## src/rtl/common_pkg.sv

```systemverilog
// rtl/common_pkg.sv - shared word/byte types and fetch FSM state encoding
package common_pkg;

   typedef logic [15:0] word_t;
   typedef logic [7:0]  mem_data_t;
   typedef logic [15:0] mem_addr_t;

   localparam word_t RESET_PC_DEFAULT = 16'o001000;

   typedef enum logic [2:0] {
      IDLE,
      FETCH_LO,
      FETCH_HI,
      HOLD,
      ERR
   } fetch_state_t;

endpackage

```

## src/rtl/inst_fetch_unit.sv

```systemverilog
// rtl/inst_fetch_unit.sv - byte-wide instruction fetch, assembles little-endian 16-bit words
module inst_fetch_unit
   import common_pkg::*;
#(
   parameter word_t RESET_PC = RESET_PC_DEFAULT
) (
   input  logic      clk,
   input  logic      reset,
   input  logic      run,
   input  logic      redir_valid,
   input  word_t     redir_pc,
   output logic      mem_req,
   output mem_addr_t mem_addr,
   input  logic      mem_ack,
   input  mem_data_t mem_rdata,
   output logic      iw_valid,
   output word_t     iw_data,
   output word_t     iw_pc,
   input  logic      iw_ready,
   output logic      align_err
);

   fetch_state_t state;
   word_t        pc;
   logic         flush;

   logic         fetching;
   logic         abandon;
   logic         release_word;
   logic         start;
   word_t        start_pc;

   // abandon: an acked byte that belongs to a superseded fetch stream
   always_comb begin
      fetching     = (state == FETCH_LO) || (state == FETCH_HI);
      abandon      = fetching && mem_ack && (redir_valid || flush);
      release_word = (state == HOLD) && (redir_valid || iw_ready);
      start        = run && ((state == IDLE) || abandon || release_word);
      start_pc     = redir_valid ? redir_pc : pc;
   end

   always_ff @(posedge clk or posedge reset) begin
      if (reset) begin
         state     <= IDLE;
         pc        <= RESET_PC;
         flush     <= 1'b0;
         iw_data   <= '0;
         iw_pc     <= '0;
         iw_valid  <= 1'b0;
         mem_req   <= 1'b0;
         mem_addr  <= '0;
         align_err <= 1'b0;
      end else if (start) begin
         pc       <= start_pc;
         flush    <= 1'b0;
         iw_valid <= 1'b0;
         if (start_pc[0]) begin
            state     <= ERR;
            align_err <= 1'b1;
            mem_req   <= 1'b0;
         end else begin
            state    <= FETCH_LO;
            mem_req  <= 1'b1;
            mem_addr <= start_pc;
         end
      end else if (abandon || release_word) begin
         pc       <= start_pc;
         flush    <= 1'b0;
         iw_valid <= 1'b0;
         mem_req  <= 1'b0;
         state    <= IDLE;
      end else begin
         case (state)
            IDLE: begin
               if (redir_valid) pc <= redir_pc;
            end
            FETCH_LO: begin
               // request stays up on the old address until its ack arrives
               if (redir_valid) begin
                  pc    <= redir_pc;
                  flush <= 1'b1;
               end else if (mem_ack) begin
                  iw_data[7:0] <= mem_rdata;
                  mem_addr     <= pc + 16'd1;
                  state        <= FETCH_HI;
               end
            end
            FETCH_HI: begin
               if (redir_valid) begin
                  pc    <= redir_pc;
                  flush <= 1'b1;
               end else if (mem_ack) begin
                  iw_data[15:8] <= mem_rdata;
                  iw_pc         <= pc;
                  pc            <= pc + 16'd2;
                  iw_valid      <= 1'b1;
                  mem_req       <= 1'b0;
                  state         <= HOLD;
               end
            end
            HOLD: ;
            ERR:  ;
            default: state <= IDLE;
         endcase
      end
   end

endmodule
```

## config.mk

```make
export PLATFORM = sky130hd
export DESIGN_NAME = inst_fetch_unit
export DESIGN_NICKNAME = d
export VERILOG_FILES = /design/src/rtl/common_pkg.sv /design/src/rtl/inst_fetch_unit.sv
export SDC_FILE = /design/constraint.sdc
export NUM_CORES = 1
export LEC_CHECK = 0
export CAP_MARGIN = 25
export CORE_ASPECT_RATIO = 1.25
export CORE_MARGIN = 3
export CORE_UTILIZATION = 55
export CTS_CLUSTER_SIZE = 28
export DETAILED_ROUTE_END_ITERATION = 16
export PLACE_DENSITY_LB_ADDON = 0.08
export SYNTH_ARGS = -nofsm -noshare
export SYNTH_HDL_FRONTEND = slang
export SYNTH_SLANG_ARGS = --single-unit
```

## constraint.sdc

```tcl
create_clock -name clk -period 3.5 [get_ports clk]
set_input_delay 0.7 -clock clk [delete_from_list [all_inputs] [get_ports clk]]
set_output_delay 0.7 -clock clk [all_outputs]
set_load 0.02 [all_outputs]
```

After elaboration in Yosys (flattened, before gate mapping)
Index checks and enable logic that the tools add are counted.
{"block": "totals", "output_inout_bits": 51, "in_bits": 30, "word_cells": 93, "regBits": 71}
{"block": "op_classes", "muxes": 35, "n_reduce_logical": 29, "n_eq_ne": 14, "bitwise": 3, "n_addsub": 2}
{"cell": "$mux 16", "n": 11}
{"cell": "$pmux 16 s2", "n": 1}
{"cell": "$mux 3", "n": 7}
{"cell": "$reduce_and 5->1", "n": 4}
{"cell": "$add 16x1->16 const B", "n": 1}
{"cell": "$add 16x2->16 const B", "n": 1}
{"cell": "$ne 4x3->1 const B", "n": 4}
{"cell": "$mux 1", "n": 15}
{"cell": "$reduce_bool 3->1", "n": 4}
{"cell": "$pmux 3 s3", "n": 1}
{"cell": "$eq 3x2->1 const B", "n": 2}
{"cell": "$logic_or 1x1->1", "n": 6}
{"cell": "$ne 3x1->1 const B", "n": 2}
{"cell": "$reduce_and 2->1", "n": 3}
{"cell": "$ne 5x4->1 const B", "n": 1}
{"cell": "$logic_and 1x1->1", "n": 4}
{"cell": "$ne 2x2->1 const B", "n": 2}
{"cell": "$reduce_bool 2->1", "n": 2}
{"cell": "$reduce_bool 4->1", "n": 1}
{"cell": "$reduce_or 2->1", "n": 2}
{"cell": "$eq 3x1->1 const B", "n": 1}
{"cell": "$eq 3x3->1 const B", "n": 1}
{"cell": "$logic_not 3->1", "n": 1}
{"cell": "$not 1->1", "n": 3}
{"cell": "3 further kinds", "n": 3}

Longest topological paths before layout
Gate-level depths: netlist of the first run.
{"block": "logic_depth", "depth_word": 9, "mapped_depth": 8, "depth_no_buf": 7}

Worst setup path after synthesis of the first run
OpenSTA, ideal clock, no wires.
{"block": "synth_path", "path_type": "input to register", "startpoint": "input port redir_valid", "endpoint": "register iw_pc[6]", "cell_stages": 6, "setup_slack_ns": 1.191, "required_time_ns": 3.372, "n_path_buf": 1, "t_arrival_ns": 2.181, "setup_time_ns": 0.128, "path_cell_list": "or2_1 > a32o_1 > a21o_1 > nor2_4 > buf_4 > mux2_1"}
{"block": "synth_via", "elab_chain_cells": 7, "word_cells_on_any_way": 12, "cone_classes": "3 x bitwise; 9 x reduce/logical"}
{"item": "from (decl)", "line": "inst_fetch_unit.sv:10", "rtl": "input logic redir_valid,"}
{"item": "$logic_or 1x1->1", "line": "inst_fetch_unit.sv:36", "rtl": "abandon = fetching && mem_ack && (redir_valid || flush);"}
{"item": "$logic_and 1x1->1", "line": "inst_fetch_unit.sv:36"}
{"item": "$logic_or 1x1->1 (2 in series)", "line": "inst_fetch_unit.sv:38", "rtl": "start = run && ((state == IDLE) || abandon || release_word);"}
{"item": "$logic_and 1x1->1", "line": "inst_fetch_unit.sv:38"}
{"item": "$not 1->1 (no source line)"}
{"item": "$reduce_and 5->1 (no source line) *"}
{"item": "to (signal assigned)", "line": "inst_fetch_unit.sv:94", "rtl": "iw_pc <= pc;"}
{"item": "to (decl)", "line": "inst_fetch_unit.sv:18", "rtl": "output word_t iw_pc,"}
Mark *: on every way between the ends. The rest lies on a longest branch, timed or not.
A chain may end at the register's enable or synchronous reset.

Worst setup path after layout of the first run
{"block": "layout_path", "startpoint": "input port mem_ack", "endpoint": "register mem_addr[12]"}
{"block": "layout_via", "elab_chain_cells": 7, "word_cells_on_any_way": 13, "cone_classes": "3 x eq/ne; 1 x mux; 9 x reduce/logical"}
{"item": "from (decl)", "line": "inst_fetch_unit.sv:14", "rtl": "input logic mem_ack,"}
{"item": "$logic_and 1x1->1 (2 in series)", "line": "inst_fetch_unit.sv:36"}
{"item": "$logic_or 1x1->1 (2 in series)", "line": "inst_fetch_unit.sv:38"}
{"item": "$logic_and 1x1->1", "line": "inst_fetch_unit.sv:38"}
{"item": "$ne 2x2->1 (no source line) (tied with other cells)"}
{"item": "$reduce_and 5->1 (no source line)"}
{"item": "to (signal assigned)", "line": "inst_fetch_unit.sv:64", "rtl": "mem_addr <= start_pc;"}
{"item": "to (signal assigned)", "line": "inst_fetch_unit.sv:84", "rtl": "mem_addr <= pc + 16'd1;"}
{"item": "to (decl)", "line": "inst_fetch_unit.sv:13", "rtl": "output mem_addr_t mem_addr,"}
Parallel ways exist; a longest one is shown, timed or not.

==> metrics, run 1 <==
run status=finished clean; Post-Route Setup TNS=0 ps; Nets=487; count of buffers from port buffering=80; critical-path cell list=clkdlybuf4s50_1, nor2b_1, a32o_1, o21a_1, buf_4, nand2_1, o32a_1, a31oi_1; Crit Reg-Reg Endpoint=mem_addr[12]; Area growth syn-to-layout=29.7%; syn_nets=411; Final period util=78.1%; dpl hpwl=7340 um; Post-synth EDFFs=0; Iteration-0 DRC Markers=275; Wirelength per Cell=19.1 um; Post-Syn Area=3660 um^2; Static Leak=2.07 nW; sequential cell area=1780 um^2; Clk pwr share=41.3%; CTS sink count=71; Sw Pwr=427 uW; R2R Path Start=state[0]; FMAX=366 MHz; CTS Buffer Depth=2; register-to-register setup slack=1070 ps; Layout fillers=493; Power Internal=1.24 mW; GRT Overall Usage=28.2%; Layout Cells excl Fill=545; Buf+Inv Stages, Crit Path=2; worst vdd ir=0.320 mV; CP top delay family=compound AO/OA/AOI/OAI gates; flops & latches, synth=71; final hold vios=0; routability cong.=0.881; Crit path largest cell delay=570 ps; CTS tree=built; diode count=0; top-count cell post-synth=dfrtp_1; Pwr Density=351 nW/um^2; ys flop type=dfrtp_1; Post-CTS Setup Bufs=0; top post-synthesis cells by count=70 x dfrtp_1, 59 x nand2_1, 23 x a21oi_1, 23 x mux2_1, 19 x nor2_1; # setup viols final=0; # H-tree levels=3; Setup crit end kind=flop; Top Ports=81; Site Rows=32; # hold bufs at CTS=0; sw frac=25.6%; slowest cell on the critical path=clkdlybuf4s50_1; Yosys warnings=0; Seq/Total Area, Yosys=48.6%; combinational share of power=7.2%; CORE AREA=6330 um^2; TritonCTS Buffers=9; Vias/cell=6.14; crit-path max FO=13; largest cells by area after synthesis=dfrtp_1 48%, mux2_1 7.1%, nand2_1 6.0%; Fin Hold WS=480 ps; hold path start=iw_data[4]; initial core utilization=57.9%; average size of a mapped cell=9.66 um^2; worst r2r path cells=7; initial antenna violation count=0; Synth area leader=dfrtp_1; Yosys cell types=61; DRC=0; dpl ws=482 ps; worst skew pair latency=360 ps; final setup margin=767 ps; Post-Synthesis Cells=379; grt ovf=0; Async S/R FF share, synth=100%; final wirelength=10400 um; register share of total power=51.5%; die area=7680 um^2; hold endpoint=iw_data[4]; placed instance count=529; Setup crit start kind=input pin; Max-cap violations=0; Die Y-Extent=97.2 um; Clock transition at path regs=80 ps; CP required=3770 ps; area share of the leading cell type in the synthesized netlist=47.8%; Final min period=2730 ps; unrepaired setup endpoints after global routing=false; skew final=16.3 ps; Die X=79.0 um; Hold Path Class=flop to flop; via count=3346; Slew HR=46.8%; first-pass GRT wire length=16800 um; critical path arrival=3000 ps; detailed-router iteration count before antenna repair=5; share of layout cells above drive strength 1=9.13%; vias in the first global route=3348; kind of critical path=input pin to flop; DRT antenna net count=0; cts repair resizes=0; WHS Path Cells=2; CTS Root Cell=clkbuf_8; measured slew at the worst slew-check pin=797 ps; largest net degree at the start of global routing=39; area of the multi-input gates=1740 um^2; Slew Limit Fails=0
-- cell type report --
class	count	area share, %
Clock inverter	6	1.42
Multi-Input combinational cell	275	36.7
Inverter	8	0.632
Clock buffer	10	2.90
Timing Repair Buffer	90	18.7
Tap cell	85	2.24
Sequential cell	71	37.4
-- worst min-delay path: cells and delay by family (launching register included) --
kind	cells	cell delay (ps)
flip-flops	1	350
AND/OR/NAND/NOR	2	100
-- through the flow --
step | cell area, um^2 | utilization, % | total power, mW
6_report | 4750 | 75.1 | 1.67
5_1_grt | 4750 | 75.1 | 1.72
4_1_cts | 4750 | 75.1 | 1.67
3_5_place_dp | 4540 | 71.8 | 0.993
3_3_place_gp | 4540 | 71.8 | 0.992
2_1_floorplan | 3660 | - | 0.925
-- placed cells by master (no fill, tap or decap), drive strengths merged, types with 3 or more instances in the layout --
cell type       n
nand4           4
inv             9
dfrtp          70
clkdlybuf4s50  80
buf            10
clkbuf         10
a31oi           8
nand2          60
a21oi          25
nor4            6
o32a            3
o21ai          29
or2             4
mux2           25
o2bb2ai         4
o311ai          3
nor2b           4
mux2i           4
nor3            9
o211ai          5
nor2           21
o31ai           7
nand3           8
o32ai           4
o22ai           6
and3            5
a21o            3
-- kinds of logic (layout without fill, tap and decap cells) --
family | after synthesis | count (layout) | share of synthesized area (%)
XOR/XNOR | 2 | 2 | 0.479
multiplexers | 29 | 29 | 8.78
flip-flops | 71 | 71 | 48.6
adder cells (fa/ha/maj) | 2 | 2 | 0.683
AND/OR/NAND/NOR | 133 | 133 | 17.7
AO/OA/AOI/OAI | 109 | 109 | 19.8
buffers and inverters | 33 | 114 | 4.03
-- sequential cells by signal (all words and copies together) (netlist names) --
register	cells
iw_data	16
state	3
iw_pc	16
mem_addr	16
mem_req	1
flush	1
pc	16
iw_valid	1
align_err	1
-- layer usage --
layer  up-vias  global-route usage [%]  part of all wire (%)
met5         -                       0                     0
met4         0                    11.9                   2.4
met3        24                    5.47                   6.5
met2       147                    48.6                    53
met1      1637                    33.9                    38
li1       1538                       -                     -
-- power groups by stage --
| stage | Sequential [mW] | Combinational, mW | Clock (mW) |
|---|---|---|---|
| floorplan | 0.859 | 0.0661 | 0 |
| global placement | 0.874 | 0.118 | 0 |
| detailed placement | 0.874 | 0.119 | 0 |
| CTS | 0.858 | 0.120 | 0.691 |
| global route | 0.860 | 0.131 | 0.730 |
| finish | 0.858 | 0.120 | 0.689 |
-- how the worst max path moves through the flow --
stage | from | end | slack [ps] | cells after the start
final | mem_ack | mem_addr[12] | 770 | 8
after global routing | mem_ack | mem_addr[12] | 680 | 8
after CTS | mem_ack | mem_addr[12] | 810 | 8
after detailed placement | redir_valid | iw_data[13] | 480 | 7
after global placement | redir_valid | iw_pc[15] | 540 | 7
after floorplan | reset | align_err | 1010 | 1
Power figures use the tool's default switching activity.
==> run 2: changes to the inputs <==
CORE_UTILIZATION = 46   (was 55)
clock period = 2.4 ns   (was 3.5 ns; I/O delays follow)
==> run 2 against run 1 <==
Critical path depth unchanged. Combinational power increased by 53%. Clock power increased by 35%. Sequential share of layout area shrank 1.6 points. Critical endpoint is now pc[15].
==> metrics, run 2 (synthesized netlist as in run 1, its figures left out) <==
Site Rows=35 (was 32); Wirelength per Cell=17.9 um (was 19.1 um); TritonCTS Buffers=9 (unchanged); initial core utilization=48.6% (was 57.9%); Clock transition at path regs=70 ps (was 80 ps); run status=finished clean (unchanged); Final period util=91.7%; fin util=65.9% (was 75.1%); CTS Buffer Depth=2 (unchanged); first-pass GRT wire length=16900 um (was 16800 um); Fin Hold WS=479 ps (was 480 ps); Pwr Density=476 nW/um^2 (was 351 nW/um^2); diode count=0 (unchanged); Setup crit end kind=flop (unchanged); Final Total Pwr=2.36 mW (was 1.67 mW); commonest non-fill, non-tap cell in the layout=clkdlybuf4s50_1 (unchanged); routability cong.=0.886 (was 0.881); vias in the first global route=3353 (was 3348); measured slew at the worst slew-check pin=611 ps (was 797 ps); most frequent cells in the layout=80 x clkdlybuf4s50_1, 70 x dfrtp_1, 59 x nand2_1 (unchanged); Die X=85.8 um (was 79.0 um); Power Internal=1.77 mW (was 1.24 mW); DRT antenna net count=0 (unchanged); grt ovf=0 (unchanged); dpl hpwl=7550 um (was 7340 um); Area growth syn-to-layout=35.6% (was 29.7%); Slew Limit Fails=0 (unchanged); register-to-register setup slack=210 ps (was 1070 ps); # hold bufs at CTS=0 (unchanged); # H-tree levels=3 (unchanged); die area=9070 um^2 (was 7680 um^2); Vias/cell=5.77 (was 6.14); via count=3310 (was 3346); Sw Pwr=592 uW (was 427 uW); share of layout cells above drive strength 1=13.5% (was 9.13%); final wirelength=10300 um (was 10400 um); skew final=11.0 ps (was 16.3 ps); Slew HR=58.9% (was 46.8%); largest net degree at the start of global routing=72 (was 39); critical path arrival=2420 ps (was 3000 ps); GRT Overall Usage=23.7% (was 28.2%); Final min period=2200 ps; Static Leak=2.20 nW (was 2.07 nW); cts repair resizes=0 (unchanged); Top Ports=81 (unchanged); detailed-router iteration count before antenna repair=5 (unchanged); CTS sink count=71 (unchanged); Post-CTS Setup Bufs=0 (unchanged); CP required=2620 ps (was 3770 ps); crit-path max FO=5 (was 13); placed cell areas=4780 um^2 (was 4540 um^2); CTS Root Cell=clkbuf_8 (unchanged); worst vdd ir=0.337 mV (was 0.320 mV); combinational share of power=7.7% (was 7.2%); design area=4960 um^2 (was 4750 um^2); kind of critical path=input pin to flop (unchanged); # setup viols final=0 (unchanged); Max-cap violations=0 (unchanged); worst skew pair latency=340 ps (was 360 ps); CORE AREA=7530 um^2 (was 6330 um^2); Iteration-0 DRC Markers=275 (unchanged); Hold Path Class=flop to flop (unchanged); Die Y-Extent=106 um (was 97.2 um); register share of total power=52.9% (was 51.5%); initial antenna violation count=0 (unchanged); Clk pwr share=39.4% (was 41.3%); FMAX=454 MHz; Setup crit start kind=input pin (unchanged); Nets=510 (was 487); unrepaired setup endpoints after global routing=false (unchanged); sw frac=25.0% (was 25.6%); count of buffers from port buffering=80 (unchanged); CTS tree=built (unchanged); final hold vios=0 (unchanged); Layout fillers=641 (was 493); DRC=0 (unchanged)
[run 2: worst paths after layout]
| kind | start | end | cells past startpoint |
|---|---|---|---|
| min in group asynchronous | reset | iw_pc[12] | 3 |
| worst min register to register | iw_data[5] | iw_data[5] | 2 |
| worst max-delay path | redir_valid | pc[15] | 8 |
| worst max register to register | state[0] | mem_addr[14] | 5 |
| worst min-delay path | iw_data[5] | iw_data[5] | 2 |
| max in group asynchronous | reset | pc[9] | 3 |
[run 2: metrics by stage]
stage	cells	TNS (ps)	worst slack (ps)
3_3_place_gp	559	-2950	-99.2
3_5_place_dp	559	-4600	-163
4_1_cts	574	0	204
6_report	574	0	200
5_1_grt	574	0	10.4
2_1_floorplan	379	0	125
[run 2: critical path, stage by stage]
cell             delay, ps
clkdlybuf4s50_1        460
or2_1                  250
buf_4                  160
a2111o_1               440
or2_4                  280
nor2_2                 100
mux2i_1                190
o21ai_1                 70
[run 2: metal layers]
metal / part of all wire, % / vias up / global-route usage [%] / routed length (um)
li1: - / 1584 / - / -
met1: 42 / 1593 / 30.6 / 4360
met2: 51 / 121 / 40.6 / 5210
met3: 5.4 / 12 / 4.46 / 555
met4: 1.3 / 0 / 6.33 / 131
met5: 0 / - / 0 / 0
[run 2: power by group through the flow]
stage	Clock [mW]	Sequential, mW	Combinational [mW]
detailed placement	0	1.27	0.183
global placement	0	1.27	0.182
CTS	0.953	1.25	0.184
finish	0.931	1.25	0.183
floorplan	0	1.25	0.0965
global route	1.00	1.25	0.200
[run 2: layout make-up]
cell class              instances  area, um^2  area share [%]
clock buffers                   9         124            2.49
flip-flops and latches         71        1780            35.8
well taps                      92         115            2.32
inverters                       8        30.0           0.605
clock inverters                 6        62.6            1.26
multi-input cells             275        1740            35.1
repair buffers                113        1110            22.4
